==> src/rtl/mem_arbiter_if.sv <==
// Bus between the fetch/data requesters, the arbiter and the single-port memory.
// The slave modport is the arbiter's view; master is the requester/memory side.
interface mem_arbiter_if #(
  parameter int AW = 5,
  parameter int DW = 16
);
  logic          f_req;
  logic          f_we;
  logic [AW-1:0] f_addr;
  logic [DW-1:0] f_wdata;
  logic          d_req;
  logic          d_we;
  logic [AW-1:0] d_addr;
  logic [DW-1:0] d_wdata;
  logic          f_ack;
  logic          d_ack;
  logic [DW-1:0] rdata;
  logic [AW-1:0] mem_addr;
  logic [DW-1:0] mem_din;
  logic          mem_write_n;
  logic          mem_read_n;
  logic [DW-1:0] mem_dout;
  logic          busy;

  modport slave (
    input  f_req, f_we, f_addr, f_wdata,
    input  d_req, d_we, d_addr, d_wdata,
    input  mem_dout,
    output f_ack, d_ack, rdata, mem_addr, mem_din, mem_write_n, mem_read_n, busy
  );

  modport master (
    output f_req, f_we, f_addr, f_wdata,
    output d_req, d_we, d_addr, d_wdata,
    output mem_dout,
    input  f_ack, d_ack, rdata, mem_addr, mem_din, mem_write_n, mem_read_n, busy
  );
endinterface

==> src/rtl/mem_arbiter.sv <==
// Fetch/data arbiter for a single-port memory sampled on the falling clock edge.
// Define MEM_ARB_ROUND_ROBIN_EN to alternate grants on ties; otherwise the data port has fixed priority.
module mem_arbiter #(
  parameter int AW = 5,
  parameter int DW = 16
) (
  input  logic         clk,
  input  logic         proc_rst,
  mem_arbiter_if.slave bus
);
  typedef enum logic [1:0] {S_IDLE, S_ISSUE, S_DONE} state_t;

  state_t        r_state, w_state_nxt;
  logic [AW-1:0] r_addr;
  logic [DW-1:0] r_wdata;
  logic [DW-1:0] r_rdata;
  logic          r_we;
  logic          r_id;
  logic          r_read_n, r_write_n, r_f_ack, r_d_ack;
  logic          w_read_n_nxt, w_write_n_nxt, w_f_ack_nxt, w_d_ack_nxt;
  logic          w_accept, w_grant_d, w_we_sel;

`ifdef MEM_ARB_ROUND_ROBIN_EN
  // r_last_d starts at 1 so the first tie after reset goes to fetch.
  logic r_last_d;
  always_comb w_grant_d = bus.d_req & (~bus.f_req | ~r_last_d);

  always_ff @(posedge clk or negedge proc_rst) begin
    if (!proc_rst)     r_last_d <= 1'b1;
    else if (w_accept) r_last_d <= w_grant_d;
  end
`else
  always_comb w_grant_d = bus.d_req;
`endif

  assign w_accept = (r_state == S_IDLE) && (bus.f_req || bus.d_req);
  assign w_we_sel = w_grant_d ? bus.d_we : bus.f_we;

  always_comb begin
    w_state_nxt   = r_state;
    w_read_n_nxt  = 1'b1;
    w_write_n_nxt = 1'b1;
    w_f_ack_nxt   = 1'b0;
    w_d_ack_nxt   = 1'b0;
    unique case (r_state)
      S_IDLE: begin
        if (w_accept) begin
          w_state_nxt   = S_ISSUE;
          w_read_n_nxt  = w_we_sel;
          w_write_n_nxt = ~w_we_sel;
        end
      end
      S_ISSUE: begin
        w_state_nxt = S_DONE;
        w_f_ack_nxt = ~r_id;
        w_d_ack_nxt = r_id;
      end
      S_DONE:  w_state_nxt = S_IDLE;
      default: w_state_nxt = S_IDLE;
    endcase
  end

  // Strobes and acks are flops so the memory sees clean levels at its falling-edge sample.
  always_ff @(posedge clk or negedge proc_rst) begin
    if (!proc_rst) begin
      r_state   <= S_IDLE;
      r_read_n  <= 1'b1;
      r_write_n <= 1'b1;
      r_f_ack   <= 1'b0;
      r_d_ack   <= 1'b0;
      r_addr    <= '0;
      r_wdata   <= '0;
      r_rdata   <= '0;
      r_we      <= 1'b0;
      r_id      <= 1'b0;
    end else begin
      r_state   <= w_state_nxt;
      r_read_n  <= w_read_n_nxt;
      r_write_n <= w_write_n_nxt;
      r_f_ack   <= w_f_ack_nxt;
      r_d_ack   <= w_d_ack_nxt;
      if (w_accept) begin
        r_addr  <= w_grant_d ? bus.d_addr  : bus.f_addr;
        r_wdata <= w_grant_d ? bus.d_wdata : bus.f_wdata;
        r_we    <= w_we_sel;
        r_id    <= w_grant_d;
      end
      if (r_state == S_ISSUE && !r_we) r_rdata <= bus.mem_dout;
    end
  end

  assign bus.f_ack       = r_f_ack;
  assign bus.d_ack       = r_d_ack;
  assign bus.rdata       = r_rdata;
  assign bus.mem_addr    = r_addr;
  assign bus.mem_din     = r_wdata;
  assign bus.mem_write_n = r_write_n;
  assign bus.mem_read_n  = r_read_n;
  assign bus.busy        = (r_state != S_IDLE);
endmodule

==> src/flat_wrapper.sv <==
// flat-port wrapper written by rule: the top's interface ports become plain ports
module mem_arbiter_flat 
#(
  parameter int AW = 5,
  parameter int DW = 16
)
  (clk, proc_rst, bus_f_req, bus_f_we, bus_f_addr, bus_f_wdata, bus_d_req, bus_d_we, bus_d_addr, bus_d_wdata, bus_mem_dout, bus_f_ack, bus_d_ack, bus_rdata, bus_mem_addr, bus_mem_din, bus_mem_write_n, bus_mem_read_n, bus_busy);
  mem_arbiter_if #(.AW(AW), .DW(DW)) bus_i ();
  input  logic clk;
  input  logic proc_rst;
  input wire logic [$bits(bus_i.f_req)-1:0] bus_f_req;
  input wire logic [$bits(bus_i.f_we)-1:0] bus_f_we;
  input wire logic [$bits(bus_i.f_addr)-1:0] bus_f_addr;
  input wire logic [$bits(bus_i.f_wdata)-1:0] bus_f_wdata;
  input wire logic [$bits(bus_i.d_req)-1:0] bus_d_req;
  input wire logic [$bits(bus_i.d_we)-1:0] bus_d_we;
  input wire logic [$bits(bus_i.d_addr)-1:0] bus_d_addr;
  input wire logic [$bits(bus_i.d_wdata)-1:0] bus_d_wdata;
  input wire logic [$bits(bus_i.mem_dout)-1:0] bus_mem_dout;
  output wire logic [$bits(bus_i.f_ack)-1:0] bus_f_ack;
  output wire logic [$bits(bus_i.d_ack)-1:0] bus_d_ack;
  output wire logic [$bits(bus_i.rdata)-1:0] bus_rdata;
  output wire logic [$bits(bus_i.mem_addr)-1:0] bus_mem_addr;
  output wire logic [$bits(bus_i.mem_din)-1:0] bus_mem_din;
  output wire logic [$bits(bus_i.mem_write_n)-1:0] bus_mem_write_n;
  output wire logic [$bits(bus_i.mem_read_n)-1:0] bus_mem_read_n;
  output wire logic [$bits(bus_i.busy)-1:0] bus_busy;
  assign bus_i.f_req = bus_f_req;
  assign bus_i.f_we = bus_f_we;
  assign bus_i.f_addr = bus_f_addr;
  assign bus_i.f_wdata = bus_f_wdata;
  assign bus_i.d_req = bus_d_req;
  assign bus_i.d_we = bus_d_we;
  assign bus_i.d_addr = bus_d_addr;
  assign bus_i.d_wdata = bus_d_wdata;
  assign bus_i.mem_dout = bus_mem_dout;
  assign bus_f_ack = bus_i.f_ack;
  assign bus_d_ack = bus_i.d_ack;
  assign bus_rdata = bus_i.rdata;
  assign bus_mem_addr = bus_i.mem_addr;
  assign bus_mem_din = bus_i.mem_din;
  assign bus_mem_write_n = bus_i.mem_write_n;
  assign bus_mem_read_n = bus_i.mem_read_n;
  assign bus_busy = bus_i.busy;
  mem_arbiter #(.AW(AW), .DW(DW)) u_core (.clk(clk), .proc_rst(proc_rst), .bus(bus_i));
endmodule
==> config.mk <==
export PLATFORM = sky130hd
export DESIGN_NAME = mem_arbiter_flat
export DESIGN_NICKNAME = d
export VERILOG_FILES = /design/src/rtl/mem_arbiter_if.sv /design/src/rtl/mem_arbiter.sv /design/src/flat_wrapper.sv
export SDC_FILE = /design/constraint.sdc
export NUM_CORES = 1
export LEC_CHECK = 0
export CAP_MARGIN = 20
export CORE_AREA = 2 2 75 77
export DETAILED_ROUTE_END_ITERATION = 10
export DIE_AREA = 0 0 77 79
export GPL_TIMING_DRIVEN = 0
export PLACE_DENSITY = 0.78
export SYNTH_ARGS = -nofsm -noshare
export SYNTH_HDL_FRONTEND = slang
export SYNTH_SLANG_ARGS = --single-unit
export TNS_END_PERCENT = 5
==> constraint.sdc <==
create_clock -name clk -period 1.9 [get_ports clk]
set_clock_uncertainty 0.05 [all_clocks]
set_input_delay 0.475 -clock clk [delete_from_list [all_inputs] [get_ports clk]]
set_output_delay 0.475 -clock clk [all_outputs]
set_load 0.01 [all_outputs]
==> results by group, run 1 <==
Floorplan
  • Die area: 0.00608 mm²
  • Die W: 77 µm
  • Rows: 27
  • Chip height: 79 µm
  • Starting Density: 37.0%
  • Core area: 0.00534 mm²
  • Num ports: 106

Setup path
  • CP max FO: 1
  • CP Data Arrival Time: 1.34 ns
  • R2R Path Start: u_core.r_state[1]
  • Worst path slowest cell: dfstp_2
  • Kind of cell adding the most delay to the critical path: flip-flops
  • Crit-path max cell delay: 0.52 ns
  • WP buf/inv: 1
  • Startpoint types: flop
  • Crit end category: output pin
  • Crit Path Category: reg2out
  • R2R depth: 5
  • R2r endpoint: u_core.bus.rdata[10]
  • R2R Setup Slk: 0.18 ns
  • CP Data Required Time: 1.37 ns
  • CP cell instances: clkdlybuf4s50_1

Power
  • Sw Share: 34.0%
  • Sequential power share: 36.0%
  • Tot Pwr: 0.00462 W
  • Clock power share: 12.4%
  • Combinational share of power: 51.5%
  • Pleak: 1.36 nW
  • NetSw: 0.00157 W
  • Peak VDD IR: 685 µV
  • PD cells: 1420 mW/mm²
  • Pint: 0.00305 W

Clocking
  • Htree depth: 2
  • CTS Buf Count: 5
  • CTS Root Cell: clkbuf_8
  • CTS sink count: 45
  • CTS tree: done
  • Clk_lat worst skew: 0.29 ns
  • Clk slew on worst S/H paths: 0.08 ns
  • Clock Tree Buf Depth: 2

Finish
  • Fraction of layout cells with a size suffix above 1: 16.5%
  • Fillers: 475
  • Ant. Diodes: 0
  • Final #Nets: 329
  • Final cell utilization of the core: 60.8%
  • P&R area growth vs syn: 64.2%
  • Fin area: 0.00325 mm²

Placement
  • Placer Congestion: 0.678
  • DPL Wire Length: 3.45 mm
  • I/O Buffers: 104
  • Placed Instance Area: 0.00312 mm²

Timing
  • Unrepaired setup endpoints after global routing: true
  • Hold Fails Final Rpt: 0
  • Final min period: 1.86 ns
  • Highest Clock Rate: 538 MHz
  • Setup_tns: 0 ns
  • Final setup fails: 0
  • Pin slew with the least headroom to its limit: 0.485 ns
  • Final Slew Violations: 0
  • Final worst-path cycle share: 97.9%
  • Worst slew margin: 67.6%

Logic synthesis
  • Async set or reset register ratio after synthesis: 100%
  • Syn Area/Cell: 13.1 µm²
  • Top cell type's share of synthesized area: 54.4%
  • Synth top cells by count: dfrtp_1 (43), a21oi_1 (24), mux2i_1 (21), a21oi_2 (18), mux2_1 (16)
  • Post-synth EDFFs: 0
  • Most numerous cell in the Yosys netlist: dfrtp_1
  • Ranking of synthesized cells by area: dfrtp_1 (54%), mux2i_1 (11%), mux2_1 (9.1%)
  • Mapped Nets: 215
  • Distinct cells, synth: 22
  • Primary FF master, synth: dfrtp_1
  • Mapped cell area: 0.00198 mm²
  • Yosys top cell by area: dfrtp_1
  • Syn Inst Count: 151
  • #FFs+latches synth: 45
  • Synth warn: 0
  • Sequential-to-total area share from yosys stat: 57.1%

Route
  • Drt drc: 0
  • Post-Route WL: 4.60 mm
  • Wire per inst: 13.6 µm
  • Via count: 1,547
  • Iter 0 DRT Violations: 55
  • Via density: 4.58
  • Drt first pass iters: 4
  • Post-route ant nets: 0

GRT
  • Number of global-route vias before repair: 1,614
  • First-pass GRT wire length: 7.85 mm
  • Gr usage total: 16.3%
  • Grt total ovfl: 0
  • Largest net degree at the start of global routing: 29
  • Initial antenna violation count: 0

Min path
  • Hold Crit Class: in2async

Status
  • Status: complete, no violations

Flow run
  • MaxCap Viol Count: 0
## placed cells by master, fill, tap and decap left out
cell type,instances
or2_1,1
buf_12,1
clkbuf_8,5
nor2_4,2
or4b_4,1
mux2_4,1
buf_8,1
clkinv_2,2
mux2_1,16
and2_1,2
dfrtp_1,43
clkbuf_1,5
dlymetal6s2s_1,1
nand2b_1,1
dfstp_2,2
dlygate4sd2_1,1
buf_2,3
buf_6,4
o21a_1,1
nand2_1,2
a21oi_2,18
a21oi_1,24
clkdlybuf4s50_1,101
inv_2,1
mux2i_1,21
buf_4,3
inv_1,1
nor2_1,1
a22o_1,1
## repair_timing
item	4_1_cts	5_1_grt
buffers inserted	2	0
endpoints found under the setup margin	1	12
pin swaps	1	0
hold buffers	0	0
resized for setup	6	3
## stage by stage
step                setup slack, ns  hold WS [ns]  instances
global placement             -0.948         0.394        327
global route               -0.00206        0.0822        338
detailed placement           -0.329         0.389        328
CTS                          0.0176        0.0701        338
floorplan                     0.273         0.129        151
finish                       0.0398        0.0605        338
## worst register-to-register path: cells and delay by family (launching register included)
kind / cells / cell delay (ns)
AND/OR/NAND/NOR: 2 / 0.42
buffers and inverters: 2 / 0.39
multiplexers: 1 / 0.35
flip-flops: 1 / 0.42
## worst max-delay path by stage
| stage | startpoint | to | slack, ns | depth (start not counted) |
|---|---|---|---|---|
| floorplan | bus_d_req | u_core.r_we | 0.27 | 4 |
| global placement | proc_rst | u_core.bus.mem_din[11] | -0.95 | 1 |
| detailed placement | u_core.r_state[0] | bus_busy | -0.33 | 4 |
| CTS | u_core.bus.mem_read_n | bus_mem_read_n | 0.02 | 1 |
| global route | u_core.r_state[1] | bus_busy | -0.002 | 4 |
| finish | u_core.bus.mem_write_n | bus_mem_write_n | 0.04 | 1 |
## kinds of logic (layout without fill, tap and decap cells)
| family | count (synthesis) | after routing | synth area share [%] |
|---|---|---|---|
| AOI/OAI and AO/OA | 44 | 44 | 14.9 |
| buffers and inverters | 14 | 129 | 4.49 |
| DFF | 45 | 45 | 57.1 |
| muxes | 38 | 38 | 20.5 |
| and+or+nand+nor | 10 | 10 | 3.04 |
## power groups by stage
stage                     logic (W)  registers, W  clock network [W]
after floorplan            0.000901       0.00187                  0
after global placement      0.00230       0.00165                  0
after detailed placement    0.00234       0.00167                  0
after CTS                   0.00241       0.00167           0.000591
after global routing        0.00258       0.00173           0.000638
final                       0.00238       0.00167           0.000576
## layout make-up
| class | instances | area [µm²] | area share (%) |
|---|---|---|---|
| sequential | 45 | 1130 | 34.8 |
| clock inverter | 2 | 10.0 | 0.308 |
| buffer | 12 | 92.6 | 2.85 |
| tap | 72 | 90.1 | 2.78 |
| clock buffer | 6 | 72.6 | 2.24 |
| timing repair buffer | 107 | 1070 | 33.0 |
| multi-input combinational | 92 | 772 | 23.8 |
| inverter | 2 | 7.51 | 0.231 |
## sequential cells by signal (all words and copies together), names as in the netlist
name and count:
u_core.bus.mem_din 16, u_core.bus.rdata 16, u_core.bus.mem_addr 5, u_core.r_state 2
u_core.bus.d_ack 1, u_core.bus.f_ack 1, u_core.bus.mem_read_n 1, u_core.bus.mem_write_n 1
u_core.r_id 1, u_core.r_we 1
## per-layer routing
layer | vias up | track usage [%] | share of wire (%)
li1 | 756 | - | -
met1 | 720 | 20.0 | 43
met2 | 66 | 27.3 | 48
met3 | 5 | 5.80 | 7.7
met4 | 0 | 4.29 | 0.96
met5 | - | 0 | 0
Note: power is estimated with default switching activity, not from simulation.
==> inputs of run 2 (changes only) <==
CAP_MARGIN = 40   (was 20)
PLACE_DENSITY = 0.75   (was 0.78)
==> results by group, run 2 (synthesis gave the netlist of run 1 again) <==
Timing
  • Pin slew with the least headroom to its limit: 0.558 ns (+0.0731 ns)
  • Final worst-path cycle share: 97.2% (-0.69 points)
  • Worst Slack Setup Final: 0.0528 ns (+0.0130 ns)
  • Worst slew margin: 62.8% (-4.9 points)
  • Final min period: 1.85 ns (-0.0130 ns)
  • Final setup fails: 0 (unchanged)
  • Unrepaired setup endpoints after global routing: false
  • Highest Clock Rate: 541 MHz (+0.71%)
  • Hold Fails Final Rpt: 0 (unchanged)
  • Final Slew Violations: 0 (unchanged)

Route
  • Post-route ant nets: 0 (unchanged)
  • Drt first pass iters: 6 (+2)
  • Iter 0 DRT Violations: 37 (-33%)
  • Post-Route WL: 4.48 mm (-2.5%)
  • Via count: 1,556 (+0.58%)
  • Wire per inst: 13.3 µm (-2.5%)
  • Drt drc: 0 (unchanged)
  • Via density: 4.60 (+0.58%)

GRT
  • Number of global-route vias before repair: 1,608 (-0.37%)
  • Grt total ovfl: 0 (unchanged)
  • Largest net degree at the start of global routing: 24 (-17%)
  • Gr usage total: 16.0% (-0.26 points)
  • First-pass GRT wire length: 7.67 mm (-2.3%)
  • Initial antenna violation count: 0 (unchanged)

Finish
  • Fraction of layout cells with a size suffix above 1: 16.5% (unchanged)
  • Fillers: 468 (-1.5%)
  • Reg area: 0.00113 mm² (unchanged)
  • Non-filler cells, final: 338 (unchanged)
  • Area of the multi-input gates: 772 µm² (unchanged)
  • Final cell utilization of the core: 61.6% (+0.75 points)
  • Final #Nets: 329 (unchanged)
  • P&R area growth vs syn: 66.2%
  • Fin area: 0.00329 mm² (+1.2%)
  • Most common cell after layout, fill and taps aside: clkdlybuf4s50_1
  • Most frequent cells in the layout: clkdlybuf4s50_1 (101), dfrtp_1 (43), a21oi_1 (24)
  • Ant. Diodes: 0 (unchanged)

Floorplan
  • Core area: 0.00534 mm² (unchanged)
  • Num ports: 106 (unchanged)
  • Rows: 27 (unchanged)
  • Chip height: 79 µm (unchanged)
  • Die W: 77 µm (unchanged)
  • Starting Density: 37.0% (unchanged)
  • Die area: 0.00608 mm² (unchanged)

Power
  • NetSw: 0.00153 W (-2.5%)
  • Pint: 0.00322 W (+5.5%)
  • Pleak: 1.37 nW (+1.2%)
  • Sw Share: 32.2% (-1.7 points)
  • Clock power share: 15.3% (+2.9 points)
  • Combinational share of power: 49.6% (-1.9 points)
  • Sequential power share: 35.1% (-0.9 points)
  • Peak VDD IR: 688 µV (+0.43%)
  • PD cells: 1450 mW/mm² (+1.6%)

Setup path
  • Beginning of the critical path: u_core.bus.mem_write_n
  • CP Data Required Time: 1.37 ns (about the same)
  • Worst path slowest cell: dfstp_2
  • CP Depth: 1 (unchanged)
  • R2r endpoint: u_core.bus.rdata[12]
  • CP max FO: 1 (unchanged)
  • R2R depth: 5 (unchanged)
  • R2R Path Start: u_core.r_state[1]
  • WP buf/inv: 1 (unchanged)
  • CP Data Arrival Time: 1.32 ns (-0.02 ns)
  • Crit-path max cell delay: 0.52 ns (about the same)
  • R2R Setup Slk: 0.18 ns (about the same)
  • Crit Path Category: reg2out
  • Crit end category: output pin
  • Startpoint types: flop
  • Kind of cell adding the most delay to the critical path: flip-flops
  • Crit path to: bus_mem_write_n
  • CP cell instances: clkdlybuf4s50_1

Placement
  • Placed cell count: 328 (unchanged)
  • I/O Buffers: 104 (unchanged)
  • Placed Instance Area: 0.00313 mm² (+0.24%)
  • Setup WS pre-CTS: -0.281 ns (+0.0481 ns)
  • DPL Wire Length: 3.42 mm (-1.0%)
  • Placer Congestion: 0.691 (+1.8%)

Clocking
  • # hold bufs at CTS: 0 (unchanged)
  • Clk_lat worst skew: 0.28 ns (about the same)
  • Clk slew on worst S/H paths: 0.08 ns (about the same)
  • CTS Buf Count: 5 (unchanged)
  • Htree depth: 2 (unchanged)
  • Clock Tree Buf Depth: 2 (unchanged)
  • CTS Root Cell: clkbuf_8
  • CTS sink count: 45 (unchanged)
  • CTS tree: done

Min path
  • Hold Crit Class: in2async

Status
  • Status: complete, no violations

Flow run
  • MaxCap Viol Count: 0 (unchanged)
-- run 2: changes by cell type in the layout (fill, tap and decap cells not counted), sizes merged --
| cell | previous run | this run |
|---|---|---|
| buf | 12 | 11 |
| bufinv | 0 | 1 |
| clkbuf | 10 | 12 |
| clkinv | 2 | 0 |
-- run 2: worst min path at each step --
stage	slack, ns	to	cells after the start	startpoint
after floorplan	0.13	u_core.bus.d_ack	0	proc_rst
after global placement	0.39	u_core.bus.f_ack	1	u_core.r_id
after detailed placement	0.41	u_core.bus.f_ack	1	u_core.r_id
after CTS	0.14	u_core.bus.mem_din[7]	1	proc_rst
after global routing	0.15	u_core.bus.mem_din[7]	1	proc_rst
final	0.13	u_core.bus.mem_din[7]	1	proc_rst
-- run 2: metrics by stage --
| step | power, W | setup TNS (ns) | hold slack (ns) |
|---|---|---|---|
| after floorplan | 0.00277 | 0 | 0.129 |
| after global placement | 0.00394 | -42.18 | 0.394 |
| after detailed placement | 0.00401 | -2.31 | 0.408 |
| after CTS | 0.00482 | 0 | 0.142 |
| after global routing | 0.00511 | 0 | 0.153 |
| final | 0.00475 | 0 | 0.125 |
-- run 2: layout make-up --
class                      instances  area share, %
clock inverter                     1          0.914
clock buffer                       7           2.63
buffer                            12           2.78
timing repair buffer             107           32.9
sequential                        45           34.3
tap                               72           2.74
multi-input combinational         92           23.5
inverter                           2          0.228
-- run 2: routing by layer --
layer	share of wire, %	GRT usage (%)	wire [µm]
met1	41	18.3	1850
met4	0.49	3.75	22
met3	8.7	6.48	388
met2	49	28.2	2220
met5	0	0	0
-- run 2: what timing repair did --
action                                  4_1_cts  5_1_grt
gates resized for setup                       6        2
setup buffers                                 2        0
endpoints found under the setup margin        1       11
pin swaps                                     1        0
-- run 2: power by group through the flow --
stage / clock (W) / sequential, W / combinational, W
2_1_floorplan: 0 / 0.00187 / 0.000901
3_3_place_gp: 0 / 0.00165 / 0.00229
3_5_place_dp: 0 / 0.00167 / 0.00233
4_1_cts: 0.000750 / 0.00167 / 0.00240
5_1_grt: 0.000802 / 0.00174 / 0.00257
6_report: 0.000725 / 0.00167 / 0.00236
